### config.mk
export PLATFORM = sky130hd
export DESIGN_NAME = lane_scroller
export DESIGN_NICKNAME = d
export VERILOG_FILES = /design/src/rtl/lane_scroller.sv
export SDC_FILE = /design/constraint.sdc
export NUM_CORES = 1
export LEC_CHECK = 0
export CAP_MARGIN = 0
export CORE_MARGIN = 2
export CORE_UTILIZATION = 49
export DETAILED_ROUTE_END_ITERATION = 8
export HOLD_SLACK_MARGIN = 0.15
export PLACE_DENSITY = 0.91
export SLEW_MARGIN = 20
export SYNTH_ARGS = -nofsm -noshare
export SYNTH_HDL_FRONTEND = slang
export SYNTH_SLANG_ARGS = --single-unit
### constraint.sdc
create_clock -name i_Clk -period 3.8 [get_ports i_Clk]
set_clock_uncertainty 0.1 [all_clocks]
set_input_delay 0.76 -clock i_Clk [delete_from_list [all_inputs] [get_ports i_Clk]]
set_output_delay 0.76 -clock i_Clk [all_outputs]
set_load 0.1 [all_outputs]
### src/rtl/lane_scroller.sv
// One obstacle lane held as a circular bitmap; rotates one column every
// (i_Speed+1) ticks while running, and flags a frog/obstacle overlap.
module lane_scroller #(
  parameter int WIDTH   = 16,
  parameter int COL_W   = 4,
  parameter int SPEED_W = 4
) (
  input  logic               i_Clk,
  input  logic               i_Rst,
  input  logic               i_Tick,
  input  logic               i_Enable,
  input  logic               i_Dir,
  input  logic [SPEED_W-1:0] i_Speed,
  input  logic               i_Load,
  input  logic [WIDTH-1:0]   i_Pattern,
  input  logic [COL_W-1:0]   i_Frog_Col,
  input  logic               i_Frog_In_Lane,
  output logic [WIDTH-1:0]   o_Lane,
  output logic               o_Step,
  output logic               o_Hit
);

  typedef enum logic [1:0] {S_IDLE, S_RUN, S_PAUSE} state_t;

  localparam logic [COL_W:0] WIDTH_C = (COL_W+1)'(WIDTH);

  state_t             state_q, state_d;
  logic [WIDTH-1:0]   lane_q, lane_d, lane_rot;
  logic [SPEED_W-1:0] cnt_q, cnt_d;
  logic               step_q, step_d;
  logic               hit_q, hit_d;
  logic               col_ok;

  always_ff @(posedge i_Clk or posedge i_Rst) begin
    if (i_Rst) begin
      state_q <= S_IDLE;
      lane_q  <= '0;
      cnt_q   <= '0;
      step_q  <= 1'b0;
      hit_q   <= 1'b0;
    end else begin
      state_q <= state_d;
      lane_q  <= lane_d;
      cnt_q   <= cnt_d;
      step_q  <= step_d;
      hit_q   <= hit_d;
    end
  end

  always_comb begin
    state_d  = state_q;
    lane_d   = lane_q;
    cnt_d    = cnt_q;
    step_d   = 1'b0;
    lane_rot = i_Dir ? {lane_q[0], lane_q[WIDTH-1:1]}
                     : {lane_q[WIDTH-2:0], lane_q[WIDTH-1]};
    // Column range guard keeps narrow lanes safe when COL_W over-covers WIDTH.
    col_ok   = {1'b0, i_Frog_Col} < WIDTH_C;
    hit_d    = i_Frog_In_Lane & col_ok & lane_q[i_Frog_Col];

    if (i_Load) begin
      lane_d  = i_Pattern;
      cnt_d   = '0;
      state_d = S_RUN;
    end else begin
      unique case (state_q)
        S_IDLE: ;
        S_RUN: begin
          if (!i_Enable) begin
            state_d = S_PAUSE;
          end else if (i_Tick) begin
            // >= so a speed lowered below the running count steps at once.
            if (cnt_q >= i_Speed) begin
              lane_d = lane_rot;
              cnt_d  = '0;
              step_d = 1'b1;
            end else begin
              cnt_d  = cnt_q + SPEED_W'(1);
            end
          end
        end
        S_PAUSE: if (i_Enable) state_d = S_RUN;
        default: state_d = S_IDLE;
      endcase
    end
  end

  assign o_Lane = lane_q;
  assign o_Step = step_q;
  assign o_Hit  = hit_q;

endmodule

==> results of run 1 <==
worst paths after layout:
path                             from         end  slack, ps  depth (start not counted)
setup / recovery           o_Lane[15]  o_Lane[15]        970                          1
hold / removal               cnt_q[0]    cnt_q[0]        470                          1
setup reg to reg             cnt_q[0]   o_Lane[8]       1510                          6
hold reg to reg              cnt_q[0]    cnt_q[0]        470                          1
max in group asynchronous       i_Rst   o_Lane[8]       2260                          2
min in group asynchronous       i_Rst   o_Lane[0]        800                          2
logic make-up after synthesis:
logic type | Yosys count
adder cells (fa/ha/maj) | 5
buffers and inverters | 14
AND/OR/NAND/NOR | 30
multiplexers | 38
XOR/XNOR | 3
flip-flops | 24
AO/OA/AOI/OAI | 26
state kept, by name (all words and copies together) (netlist names):
| name | flops |
|---|---|
| o_Lane | 16 |
| cnt_q | 4 |
| state_q | 2 |
| o_Hit | 1 |
| o_Step | 1 |
cell usage after synthesis, drive strengths merged:
library cell / number / area (sq um)
nand3: 1 / 5.00
mux2: 16 / 214
nor2b: 1 / 6.26
and2: 2 / 15.0
o22ai: 1 / 6.26
buf: 6 / 46.3
xor2: 1 / 8.76
inv: 7 / 26.3
mux2i: 18 / 180
xnor2: 2 / 17.5
o211ai: 1 / 7.51
and4b: 1 / 11.3
nor2: 1 / 3.75
a21oi: 2 / 21.3
a22oi: 1 / 7.51
o21bai: 1 / 7.51
mux4: 4 / 90.1
nand2: 19 / 71.3
dfrtp: 24 / 601
nand2b: 3 / 21.3
nor3b: 1 / 12.5
nor3: 1 / 5.00
o21ai: 20 / 104
clkbuf: 1 / 3.75
ha: 5 / 62.6
routing by layer:
| metal | track usage | routed length (microns) | vias to the layer above |
|---|---|---|---|
| met3 | 0.0384 | 206 | 9 |
| li1 | - | - | 593 |
| met1 | 0.270 | 1500 | 582 |
| met2 | 0.352 | 1690 | 46 |
| met4 | 0.0889 | 86 | 0 |
| met5 | 0 | 0 | - |
metrics by stage:
| stage | std cells | hold WS [ps] |
|---|---|---|
| final | 231 | 469 |
| after floorplan | 140 | 393 |
| after detailed placement | 227 | 453 |
| after global placement | 227 | 421 |
| after CTS | 231 | 472 |
| after global routing | 231 | 524 |
power by group through the flow:
stage / clock network [mW] / logic [mW] / registers, mW
floorplan: 0 / 0.127 / 0.569
global placement: 0 / 0.477 / 0.341
detailed placement: 0 / 0.487 / 0.343
CTS: 0.192 / 0.489 / 0.339
global route: 0.205 / 0.508 / 0.345
finish: 0.191 / 0.486 / 0.339
cell type report:
| type | count | area, sq um | share of cell area |
|---|---|---|---|
| multi-input cells | 102 | 878 | 0.417 |
| flip-flops and latches | 24 | 601 | 0.285 |
| repair buffers | 50 | 495 | 0.235 |
| well taps | 44 | 55.1 | 0.0261 |
| clock inverters | 1 | 30.0 | 0.0142 |
| inverters | 7 | 26.3 | 0.0125 |
| clock buffers | 3 | 22.5 | 0.0107 |
==> results list, run 1 <==
- Of the total synthesized cell area, the portion taken by XOR and XNOR cells is 0.0169.
* ANT nets after route: 0
- STA classifies the critical path startpoint as a flop.
- Highest-delay cell along the critical path: sky130_fd_sc_hd__clkdlybuf4s50_1
- In the layout the commonest cells are sky130_fd_sc_hd__clkdlybuf4s50_1 (48), sky130_fd_sc_hd__dfrtp_1 (24), sky130_fd_sc_hd__nand2_1 (19), sky130_fd_sc_hd__o21ai_0 (19), sky130_fd_sc_hd__mux2i_1 (18).
- Ant diodes: 0
* Utilization after layout: 0.696
- Initial standard-cell utilization of the core: 0.514
* Dominant combinational cell family by area after synthesis: multiplexers
- Residual DRC: 0
- Number of vias per cell after detailed routing: 5.32
- The share of total power dissipated in sequential elements is 0.334.
* Routed wire per std cell: 15.0 microns
* Slew at the pin closest to its max-slew limit: 991 ps
- Combinational Power Share: 0.479
- The share of total power dissipated in the clock network is 0.188.
- Slack of the critical path: 966 ps
- Dpl ws: 722 ps
- Global-route usage over all layers: 0.211
* Cell row count: 20
- Mux cell area share after synthesis: 0.311
* Buffer levels on the longest clock path: 2
* Reg clk slew, reported paths: 140 ps
- Measured along the y axis, the die boundary spans 60.3 microns.
- Number of top-level pins: 49
- For the worst setup path, the data arrival time is 1970 ps.
- The library cell used most frequently in the layout, excluding fill and tap cells, is sky130_fd_sc_hd__clkdlybuf4s50_1.
* Number of buffers inserted by port buffering: 48
- Total power for the finished layout comes to 1.02 mW.
- GRT Residual Overflow: 0
- Max-slew violations: 0
- In the finished design, the share of the clock period the worst path needs comes to 0.746.
- Once placement finished, the instance area stood at 2060 sq um.
* Final setup viols: 0
* Distinct cells, synth: 32
- Measured along the x axis, the die boundary spans 60.3 microns.
* Hold Violations, Final: 0
* Htree depth: 1
- Latest clock arrival within the worst-skew pair: 330 ps
- Setup repair after global routing left no endpoint under its margin.
* Sw Pwr: 0.455 mW
- Global placer's final weighted congestion: 0.774
* Post-synth net total: 176
- The initial antenna violation count was 0.
- TritonCTS built the clock tree.
* Fill cell count: 227
- STA classifies the critical path endpoint as an output port.
* Clock tree root driver cell: sky130_fd_sc_hd__clkbuf_4
- Class of the most critical setup path: reg2out
* Sequential fraction of the synthesis area: 0.386
- Seq cells post-synth: 24
- List of cells traversed by the critical path: clkdlybuf4s50_1
* Slowest Stage Delay on Critical Path: 1170 ps
- Maximum number of pins on one net before global-route repair: 40
- Wire length of the first global-routing pass: 5.75 mm
- Total detailed-routing wirelength: 3.48 mm
- Vias in the first global route: 1264
* Complex-gate fraction of the synthesized area: 0.0990
- Adder-cell share of the synthesized area: 0.0402
- Detailed placement ended at an HPWL of 2.55 mm.
- Drt initial violations: 46
- The detailed router placed 1230 vias in this run.
- Placeable core area: 3030 sq um
- Run status: complete, no violations
* Maximum fanout along the worst path: 5
- Area share of and/or/nand/nor cells after synthesis: 0.0973
- Of the total power, the share spent switching nets is 0.448.
- The clock net in this run drives a total of 24 sinks.
- Area growth from synthesis to layout: 35.6%
- The floorplan step defined a die boundary enclosing 3640 sq um.
- In this run, CTS created clock tree buffers numbering 3.
- Gates resized during post-CTS repair numbered 0.
* Max_cap viols: 0
- Once layout is done, the placed cells without fillers occupy 2110 sq um.
- Standby leakage power: 0.949 nW
- The final layout contains 224 nets.
- The internal power of the cells totals 0.560 mW.
- Family of cells with the greatest summed delay on the critical path: buffers and inverters
* Worst path required time: 2940 ps
* YS warnings: 0
- Post-route minimum period: 2830 ps
* 1st-pass router iterations: 4
- Max frequency: 353 MHz
* Buffers inserted during post-CTS setup optimization: 0
- Counting every instance in the synthesized netlist gives 140.
- Sum of negative setup slack: 0 ps
- The min-delay analysis places its worst path in the category reg2reg.
- Peak VDD IR: 0.226 mV
- Number of hold buffers added after CTS: 0
- Avg Cell Area, Syn: 11.1 sq um
- Power density cells: 482 nW/um^2
- Headroom to the max-slew limit came out at 0.338.
* Synthesized area: 1560 sq um
- Ratio of cells with drive above 1 in the final layout: 0.176
- Together, buffers and inverters on the worst path number 1.
(Power assumes the default switching activity.)
==> inputs of run 2 (changes only) <==
--- a/config.mk
+++ b/config.mk
@@ -7,10 +7,10 @@
 export LEC_CHECK = 0
 export CAP_MARGIN = 0
 export CORE_MARGIN = 2
-export CORE_UTILIZATION = 49
+export CORE_UTILIZATION = 42
 export DETAILED_ROUTE_END_ITERATION = 8
 export HOLD_SLACK_MARGIN = 0.15
-export PLACE_DENSITY = 0.91
+export PLACE_DENSITY = 0.83
 export SLEW_MARGIN = 20
 export SYNTH_ARGS = -nofsm -noshare
 export SYNTH_HDL_FRONTEND = slang
==> constraint.sdc (replaced) <==
create_clock -name i_Clk -period 2.3 [get_ports i_Clk]
set_clock_uncertainty 0.1 [all_clocks]
set_input_delay 0.46 -clock i_Clk [delete_from_list [all_inputs] [get_ports i_Clk]]
set_output_delay 0.46 -clock i_Clk [all_outputs]
set_load 0.1 [all_outputs]
==> results list, run 2 (same netlist as run 1, synthesis figures left out) <==
- Run status: complete, no violations (unchanged).
- Max-slew headroom: 0.794 (was 0.338)
* Combinational Power Share: 0.459 (was 0.479)
- The average wire length per cell after detail routing is 14.2 microns (was 15.0 microns).
- Total detailed-routing wirelength: 3.38 mm (was 3.48 mm)
- Wire length of the first global-routing pass: 5.58 mm (was 5.75 mm)
* Vias: 1199 (was 1230)
- The overall die area was 4210 sq um (was 3640 sq um).
* Max-slew violations: 0 (unchanged)
- The worst setup slack for register-to-register paths was 320 ps (was 1510 ps).
* Worst hold path type: in2async (was reg2reg)
* Flip-flop count of the largest register, all copies and words added: 16 (unchanged)
- GRT Residual Overflow: 0 (unchanged)
- Cell row count: 22 (was 20)
- The number of buffers created by CTS came to 3 (unchanged).
- Total chip power: 1.72 mW (was 1.02 mW)
* Initial antenna violation count: 0 (unchanged)
- Final Cycle Share: 0.951
- The worst path arrival time came to 2250 ps (was 1970 ps).
* Max frequency: 457 MHz
* Clock tree from TritonCTS: yes (unchanged)
- Commonest non-fill, non-tap cells in the layout: sky130_fd_sc_hd__clkdlybuf4s50_1 (30), sky130_fd_sc_hd__dfrtp_1 (24), sky130_fd_sc_hd__buf_4 (21) (was sky130_fd_sc_hd__clkdlybuf4s50_1 (48), sky130_fd_sc_hd__dfrtp_1 (24), sky130_fd_sc_hd__nand2_1 (19), sky130_fd_sc_hd__o21ai_0 (19), sky130_fd_sc_hd__mux2i_1 (18))
- The initial cell density of the core was 0.431 (was 0.514).
- Count of nets after finishing: 227 (was 224)
- Drt initial violations: 116 (was 46)
- The buffer type at the clock tree root is sky130_fd_sc_hd__clkbuf_8 (was sky130_fd_sc_hd__clkbuf_4).
* Ratio of cells with drive above 1 in the final layout: 0.284 (was 0.176)
* Share of power burned in the clock network: 0.214 (was 0.188)
* Power density cells: 806 nW/um^2 (was 482 nW/um^2)
* Peak VDD IR: 0.393 mV (was 0.226 mV)
- The number of max-capacitance violations reported is 0 (unchanged).
* Slack of the critical path: 112 ps (was 966 ps)
- Internal power of the cells: 0.971 mW (was 0.560 mW)
- The number of top-level pins was 49 (unchanged).
* Class of the most critical setup path: in2reg (was reg2out)
- The via count of the first global-routing pass is 1185 (was 1264).
- Sw Pwr: 0.750 mW (was 0.455 mW)
* Htree depth: 1 (unchanged)
- The startpoint of the most critical register-to-register path was cnt_q[0] (unchanged).
- The smallest clock period supported by the final layout is computed as 2190 ps.
* ANT nets after route: 0 (unchanged)
* Worst R2R End: o_Lane[10] (was o_Lane[8])
- The sum of negative setup slack is 0 ps (unchanged).
* Switching share of total power: 0.436 (was 0.448)
* Clock sinks: 24 (unchanged)
- Crit path capture type: flop (was output port)
- Launching element type of the critical path: primary input (was flop)
- The horizontal die dimension is 64.9 microns (was 60.3 microns).
* Ant diodes: 0 (unchanged)
- Buffer levels on the longest clock path: 2 (unchanged)
* Fill cell count: 311 (was 227)
* Height of the die: 64.9 microns (was 60.3 microns)
- Number of hold buffers added after CTS: 0 (unchanged)
- The number of hold violations in the final report was 0 (unchanged).
- Number of buffers inserted by port buffering: 48 (unchanged)
- The leakage component of the power was 1.00 nW (was 0.949 nW).
- Maximum fanout along the worst path: 17 (was 5)
- The fraction of power consumed by sequential logic is 0.326 (was 0.334).
- The worst reg-to-reg path cell count was 7 (was 6).
- The total setup violations reported at the end of the flow was 0 (unchanged).
- 1st-pass router iterations: 4 (unchanged)
* Slew at the pin closest to its max-slew limit: 310 ps (was 991 ps)
* Worst path required time: 2360 ps (was 2940 ps)
* Dpl ws: -188 ps (was 722 ps)
- The signed area change from the synthesized netlist to the final layout was 37.2% (was 35.6%).
- The core area was 3610 sq um (was 3030 sq um).
- Global placer's final weighted congestion: 0.737 (was 0.774)
- The half-perimeter wire length of the detailed placement result is 2.46 mm (was 2.55 mm).
- The routed via count divided by cell count came to 5.04 (was 5.32).
* Reg clk slew, reported paths: 80 ps (was 140 ps)
- Residual DRC: 0 (unchanged)
* Maximum number of pins on one net before global-route repair: 26 (was 40)
* Buffers inserted during post-CTS setup optimization: 0 (unchanged)
- Most common cell after layout, fill and taps aside: sky130_fd_sc_hd__clkdlybuf4s50_1 (unchanged)
- The later-pin clock latency in the skew report came to 270 ps (was 330 ps).
- The post-cts gate resize count came to 0 (unchanged).
- Unrepaired setup endpoints after global routing: false (unchanged).
* Global-route usage over all layers: 0.169 (was 0.211)
## run 2: worst max-delay path by stage
stage,slack (ps),cells after the start,startpoint,end
finish,110,8,i_Speed[1],o_Lane[10]
global route,30,8,i_Speed[3],o_Lane[10]
CTS,100,8,i_Speed[1],o_Lane[10]
detailed placement,-190,8,i_Speed[1],o_Lane[10]
global placement,-140,8,i_Speed[1],o_Lane[9]
floorplan,290,7,i_Speed[1],o_Lane[0]
## run 2: layout make-up
class	instances	area [sq um]	area share
multi-input cells	102	878	0.411
flip-flops and latches	24	601	0.281
repair buffers	53	498	0.233
well taps	48	60.1	0.0281
clock buffers	3	41.3	0.0193
clock inverters	1	30.0	0.0141
inverters	7	26.3	0.0123
## run 2: worst max-delay path: stages
cell	delay (ps)
sky130_fd_sc_hd__clkdlybuf4s50_1	460
sky130_fd_sc_hd__inv_1	40
sky130_fd_sc_hd__ha_1	280
sky130_fd_sc_hd__o211ai_1	200
sky130_fd_sc_hd__o21ai_2	110
sky130_fd_sc_hd__a21oi_4	170
sky130_fd_sc_hd__buf_12	180
sky130_fd_sc_hd__mux2_2	350
## run 2: power by group through the flow
| stage | combinational (mW) | sequential, mW | clock [mW] |
|---|---|---|---|
| final | 0.790 | 0.562 | 0.369 |
| after global routing | 0.823 | 0.572 | 0.394 |
| after CTS | 0.794 | 0.562 | 0.374 |
| after detailed placement | 0.792 | 0.569 | 0 |
| after global placement | 0.781 | 0.566 | 0 |
| after floorplan | 0.210 | 0.941 | 0 |
## run 2: routing by layer
| metal | up-vias | routed length, microns | part of all wire | global-route usage |
|---|---|---|---|---|
| li1 | 596 | - | - | - |
| met1 | 565 | 1610 | 0.48 | 0.232 |
| met2 | 32 | 1580 | 0.47 | 0.272 |
| met3 | 6 | 154 | 0.046 | 0.0365 |
| met4 | 0 | 32 | 0.0095 | 0.0399 |
| met5 | - | 0 | 0 | 0 |
## run 2: stage by stage
step,area [sq um],util,hold slack (ps),instances
after floorplan,1560,-,375,140
after global placement,2060,0.572,419,234
after detailed placement,2060,0.572,434,234
after CTS,2130,0.592,447,238
after global routing,2130,0.592,480,238
final,2130,0.592,438,238
